## src/rtl/regfile_wr_decode_32x32.sv

```systemverilog
// MIPS integer register file: 2^ADDR_W x DATA_W, two async read ports, one debug port,
// one synchronous write port fed by a one-hot decode of the destination register number.

module regfile_entry #(
  parameter int DATA_W = 32
) (
  input  logic              clk,
  input  logic              rst,
  input  logic              we,
  input  logic [DATA_W-1:0] wdata,
  output logic [DATA_W-1:0] q
);
  logic [DATA_W-1:0] data_q, data_d;

  always_comb begin
    data_d = data_q;
    if (we) data_d = wdata;
  end

  always_ff @(posedge clk or posedge rst) begin
    if (rst) data_q <= '0;
    else     data_q <= data_d;
  end

  assign q = data_q;
endmodule

module regfile_wr_decode_32x32 #(
  parameter int DATA_W = 32,
  parameter int ADDR_W = 5,
  parameter bit BYPASS = 1'b1
) (
  input  logic              clk,
  input  logic              rst,
  input  logic              L_S,
  input  logic [ADDR_W-1:0] Wt_addr,
  input  logic [DATA_W-1:0] Wt_data,
  input  logic [ADDR_W-1:0] R_addr_A,
  input  logic [ADDR_W-1:0] R_addr_B,
  output logic [DATA_W-1:0] rdata_A,
  output logic [DATA_W-1:0] rdata_B,
  input  logic [ADDR_W-1:0] dbg_addr,
  output logic [DATA_W-1:0] dbg_data,
  output logic [15:0]       wr_count
);
  localparam int NREG = 1 << ADDR_W;

  logic              wr_act;
  logic [NREG-1:0]   wr_en;
  logic [DATA_W-1:0] ent [NREG];
  logic [15:0]       wr_count_q, wr_count_d;
  logic              fwd_a, fwd_b;

  // $0 is never a real write: it neither stores nor counts nor forwards.
  assign wr_act = L_S && (Wt_addr != '0);

  always_comb begin
    wr_en = '0;
    if (wr_act) wr_en[Wt_addr] = 1'b1;
  end

  assign ent[0] = '0;

  for (genvar i = 1; i < NREG; i++) begin : g_ent
    regfile_entry #(.DATA_W(DATA_W)) u_ent (
      .clk   (clk),
      .rst   (rst),
      .we    (wr_en[i]),
      .wdata (Wt_data),
      .q     (ent[i])
    );
  end

  always_comb begin
    wr_count_d = wr_count_q;
    if (wr_act) wr_count_d = wr_count_q + 16'd1;
  end

  always_ff @(posedge clk or posedge rst) begin
    if (rst) wr_count_q <= '0;
    else     wr_count_q <= wr_count_d;
  end

  assign fwd_a    = BYPASS && wr_act && (R_addr_A == Wt_addr);
  assign fwd_b    = BYPASS && wr_act && (R_addr_B == Wt_addr);
  assign rdata_A  = fwd_a ? Wt_data : ent[R_addr_A];
  assign rdata_B  = fwd_b ? Wt_data : ent[R_addr_B];
  assign dbg_data = ent[dbg_addr];
  assign wr_count = wr_count_q;
endmodule

```

## config.mk

```make
export PLATFORM = sky130hd
export DESIGN_NAME = regfile_wr_decode_32x32
export DESIGN_NICKNAME = d
export VERILOG_FILES = /design/src/rtl/regfile_wr_decode_32x32.sv
export SDC_FILE = /design/constraint.sdc
export NUM_CORES = 2
export LEC_CHECK = 0
export CORE_UTILIZATION = 55
export CTS_CLUSTER_SIZE = 16
export DETAILED_ROUTE_END_ITERATION = 8
export PLACE_DENSITY = 0.69
export SLEW_MARGIN = 30
export SYNTH_ARGS = -nofsm -noshare
export SYNTH_HDL_FRONTEND = slang
export SYNTH_HIERARCHICAL = 1
export SYNTH_SLANG_ARGS = --single-unit
```

## constraint.sdc

```tcl
create_clock -name clk -period 7.4 [get_ports clk]
set_input_delay 1.48 -clock clk [delete_from_list [all_inputs] [get_ports clk]]
set_output_delay 1.48 -clock clk [all_outputs]
set_load 0.01 [all_outputs]
```

== After elaboration in Yosys (flattened, before gate mapping) ==
Index checks and enable logic that the tools add are counted.

* Input bits: 55
* Flip-flop bits (word level): 1008
* Output and inout bits: 112

* Bitwise logic cells: 3
* Magnitude comparators: 5
* Multiplexer cells: 14
* Equal/unequal tests: 2
* Reduce and logical (&&, ||, !) cells: 5
* Add/subtract/negate cells: 1

{| class="wikitable"
|+ Operators with widths
! kind !! number
|-
| $bmux 32 s5 || 3
|-
| $mux 32 || 9
|-
| $ge 6x6->1 const B || 3
|-
| $not 5->6 || 3
|-
| $add 16x1->16 const B || 1
|-
| $eq 5x5->1 || 2
|-
| $lt 5x6->1 const B || 1
|-
| $demux 1 s5 || 1
|-
| $ge 5x1->1 const B || 1
|-
| $reduce_bool 5->1 || 1
|-
| $logic_and 1x1->1 || 4
|-
| $mux 1 || 1
|}

== Depth between registers and ports, before layout ==
* Depth after elaboration: 5
* Mapped depth: 10
* Gate-level depth less buffers: 5

== Hierarchy ==
The synthesis kept the hierarchy.

{| class="wikitable"
|+ By module, submodules not included
! module !! cells each !! area each (sq um) !! sequential area each (sq um) !! times used
|-
| regfile_entry || 69 || 1348.8 || 800.8 || 31
|-
| regfile_wr_decode_32x32 || 2086 || 25490.7 || 400.4 || 1
|}

== Least setup slack after synthesis ==
OpenSTA, ideal clock, no wires.

* Kind: in2out
* Start: input port dbg_addr[1]
* End: output port dbg_data[0]
* Stages: 7
* Path buffers: 4
* Arrival time: 3542 ps
* Slack: 2378 ps
* Data required time: 5920 ps
* Cell sequence: clkbuf_1 > buf_2 > clkbuf_1 > clkbuf_1 > mux4_2 > mux4_2 > mux2_2

* Cells in the longest elaborated chain, start to end: 4

{| class="wikitable"
|+ RTL lines
! what !! line !! source
|-
| start, declared || 42 || <nowiki>input logic [ADDR_W-1:0] dbg_addr,</nowiki>
|-
| $not 5->6 (implied by the code) || 88 || <nowiki>assign dbg_data = ent[dbg_addr];</nowiki>
|-
| $bmux 32 s5 || 88 ||
|-
| $mux 32 (implied by the code) (2 in series) || 88 ||
|-
| end, declared || 43 || <nowiki>output logic [DATA_W-1:0] dbg_data,</nowiki>
|}

No other way between the ends. The select of a mux whose other input is x is not followed.

== Worst setup path in the final report ==
* Start: input port Wt_addr[3]
* End: output port rdata_B[0]

* Cells in the longest elaborated chain, start to end: 4

{| class="wikitable"
|+ RTL lines
! what !! line !! source
|-
| start, declared || 36 || <nowiki>input logic [ADDR_W-1:0] Wt_addr,</nowiki>
|-
| $reduce_bool 5->1 || 55 || <nowiki>assign wr_act = L_S && (Wt_addr != '0);</nowiki>
|-
| $logic_and 1x1->1 || 55 ||
|-
| $logic_and 1x1->1 (*) || 85 || <nowiki>assign fwd_b = BYPASS && wr_act && (R_addr_B == Wt_addr);</nowiki>
|-
| $mux 32 (*) || 87 || <nowiki>assign rdata_B = fwd_b ? Wt_data : ent[R_addr_B];</nowiki>
|-
| end, declared || 41 || <nowiki>output logic [DATA_W-1:0] rdata_B,</nowiki>
|}

Mark *: on every way between the ends. The rest lies on a longest branch, timed or not.

==> run_results.csv <==
group,metric,value,unit
clock_tree,h-tree-depth,3,
critical_path,cp-start-kind,"primary input",
pwr,swShare,30.3,%
global_routing,grtUsageTotal,40.2,%
synthesis,ys_top_cells_by_area,"dfrtp_1 37%, mux4_2 23%, mux2_4 21%",
pwr,clock_power_share,31.0,%
sta,period_minus_slack,7.11,ns
finish,drive_above_1_share,53.3,%
clock_tree,clk-insertion-delay-late,0.75,ns
sta,setup_viol,0,
global_routing,grt.overflow.total,0,
global_routing,antenna_found_initial,10,
sta,worstMarginPinSlew,1.11,ns
pwr,p_int,13.5,mW
clock_tree,clk_pin_slew,0.06,ns
drt,post_drt_wl_per_cell,40.9,µm
pwr,p_per_area,262,nW/µm²
synthesis,postSynthAreaPerCell,15.9,µm²
floorplanning,io_pins,167,
synthesis,ys_ff_latch,1008,
floorplanning,fp.dieW,352,µm
run_status,status,"completed",
global_routing,grt_pass1_vias,46300,
clock_tree,cts_buffer_depth,3,
synthesis,synth_nets,4281,
sta,timing.final.hold_violations,0,
synthesis,synthCells,4225,
floorplanning,fp.dieArea,124000,µm²
placed_design,hpwlAfterDp,153,mm
clock_tree,cts_setup_buffers,0,
synthesis,synth_cell_types,52,
clock_tree,cts_buffers,115,
synthesis,ys_seq_area_share,37.5,%
finish,fill_cells,8847,
synthesis,synth_most_common_cell,"dfrtp_1",
pwr,power.leakage,31.3,nW
sta,finalSetupTns,0,ns
drt,first_pass_iters,6,
pwr,switching_power,5.88,mW
drt,drc,0,
finish,fin_nets,4356,
drt,wl,246,mm
synthesis,synth_edf_count,0,
placed_design,preCtsSetupSlack,0.414,ns
pwr,total_power,19.4,mW
pwr,seq_power_share,40.0,%
clock_tree,hold_buffers,0,
pwr,combPwrFrac,29.0,%
finish,ff_latch_area,25200,µm²
sta,clock_skew,0.00722,ns
floorplanning,initial_core_util,55.8,%
global_routing,grt_max_degree,72,
sta,rsz0062_at_grt,"false",
floorplanning,coreArea,121000,µm²
drt,vias,45800,
floorplanning,die_h,352,µm
clock_tree,clk_root_buffer_cell,"clkbuf_16",
sta,slew_headroom,26.0,%
hold_path,hold_path.class,"flop to flop",
floorplanning,rows,127,
drt,drt_iter0_markers,6087,
critical_path,path_max_fanout,40,
clock_tree,cts-resized-gates,0,
critical_path,required,5.92,ns
placed_design,io_buffers,166,
global_routing,grt_pass1_wl,350,mm
clock_tree,cts.sinks,1008,
placed_design,routabilityCongestion,0.920,
finish,multi_input_area,38700,µm²
sta,fmax,0.141,GHz
pwr,ir_drop,0.258,mV
synthesis,synth_top_area_share,37.5,%
synthesis,ys_top_cells_by_count,"1008 x dfrtp_1, 930 x mux2_4, 674 x mux4_2",
critical_path,arrival,5.63,ns
sta,fin_crit_sh,96.1,%
sta,fin_ws,0.288,ns
job,maxCapViolCount,0,
synthesis,yosys.area.top_type,"dfrtp_1",
drt,via_per_inst,7.62,
critical_path,crit_type,"primary input to output port",
drt,ant_nets,0,
sta,drv_slew,0,
synthesis,ys.flop_type,"dfrtp_1",
critical_path,cp-end-kind,"output port",
synthesis,synthArstFlopShare,100,%
synthesis,ys_warn_count,6,
clock_tree,cts_tree,"yes",
synthesis,synth_area,67300,µm²
finish,syn_to_final_growth,10.2,%
## logic make-up after synthesis
group | share of synthesized area (%)
multiplexers | 50.3
flip-flops | 37.5
AO/OA/AOI/OAI | 5.08
buffers and inverters | 5.53
AND/OR/NAND/NOR | 1.31
XOR/XNOR | 0.325
adder cells (fa/ha/maj) | 0.0186
## flip-flops by register name, indices dropped and copies added (netlist names)
name and count:
wr_count 16, g_ent.u_ent/q 992
## placed cells by master, fill, tap and decap left out, types with 33 or more instances in the layout
cell type        synthesis  layout
a211oi_1                61      60
nor2_1                 102      71
mux2_4                 930     930
a22oi_1                 33      33
buf_12                  93      33
a22o_1                  62      62
mux2i_1                219     219
clkdlybuf4s50_1          0     149
o22ai_1                 93      93
mux2_2                 221     221
clkbuf_16                0     116
a21oi_1                 96      96
mux4_2                 674     674
buf_4                    7     176
nand2_1                 48      46
dfrtp_1               1008    1008
## critical path: stages
cell             delay [ns]
clkdlybuf4s50_1        0.60
or3_4                  0.52
o31a_1                 0.41
and4_4                 0.41
buf_4                  0.35
a2111oi_0              0.56
a221o_1                0.57
clkdlybuf4s50_1        0.64
## metrics by stage
step                      util, %  hold WS, ns  std cells  cell area [µm²]
after global placement       57.7        0.476       5773            69600
after detailed placement     58.1        0.465       5788            70000
after global routing         61.5        0.507       6002            74100
after floorplan                 -        0.507       4225            67300
after CTS                    61.3        0.486       5995            74000
final                        61.5        0.487       6008            74200
## routing by layer
layer	global-route usage (%)	part of all wire [%]
met5	0	0.042
met4	22.6	6.5
met3	14.7	13
met2	56.0	43
met1	54.1	38
## worst paths after layout
path	startpoint	to	slack (ns)	cells past startpoint
worst min-delay path	wr_count[15]	wr_count[15]	0.49	1
worst max register to register	wr_count[0]	wr_count[12]	5.96	4
min in group asynchronous	rst	g_ent[10].u_ent/q[3]	0.87	2
max in group asynchronous	rst	g_ent[31].u_ent/q[16]	5.10	3
worst min register to register	wr_count[15]	wr_count[15]	0.49	1
worst max-delay path	Wt_addr[3]	rdata_B[0]	0.29	8
## area by class of cell
class	count	share of cell area, %
Clock buffer	162	4.51
Antenna cell	6	0.0202
Multi-Input combinational cell	2745	52.1
Sequential cell	1008	34.0
Tap cell	1612	2.72
Clock inverter	45	0.764
Timing Repair Buffer	392	5.62
Inverter	38	0.206
## power groups by stage
stage	registers (mW)	logic (mW)	clock network [mW]
4_1_cts	7.71	5.54	6.06
3_5_place_dp	7.78	5.51	0
6_report	7.76	5.62	6.01
5_1_grt	7.91	5.83	6.28
2_1_floorplan	7.40	4.06	0
3_3_place_gp	7.72	5.42	0
Power figures use the tool's default switching activity.
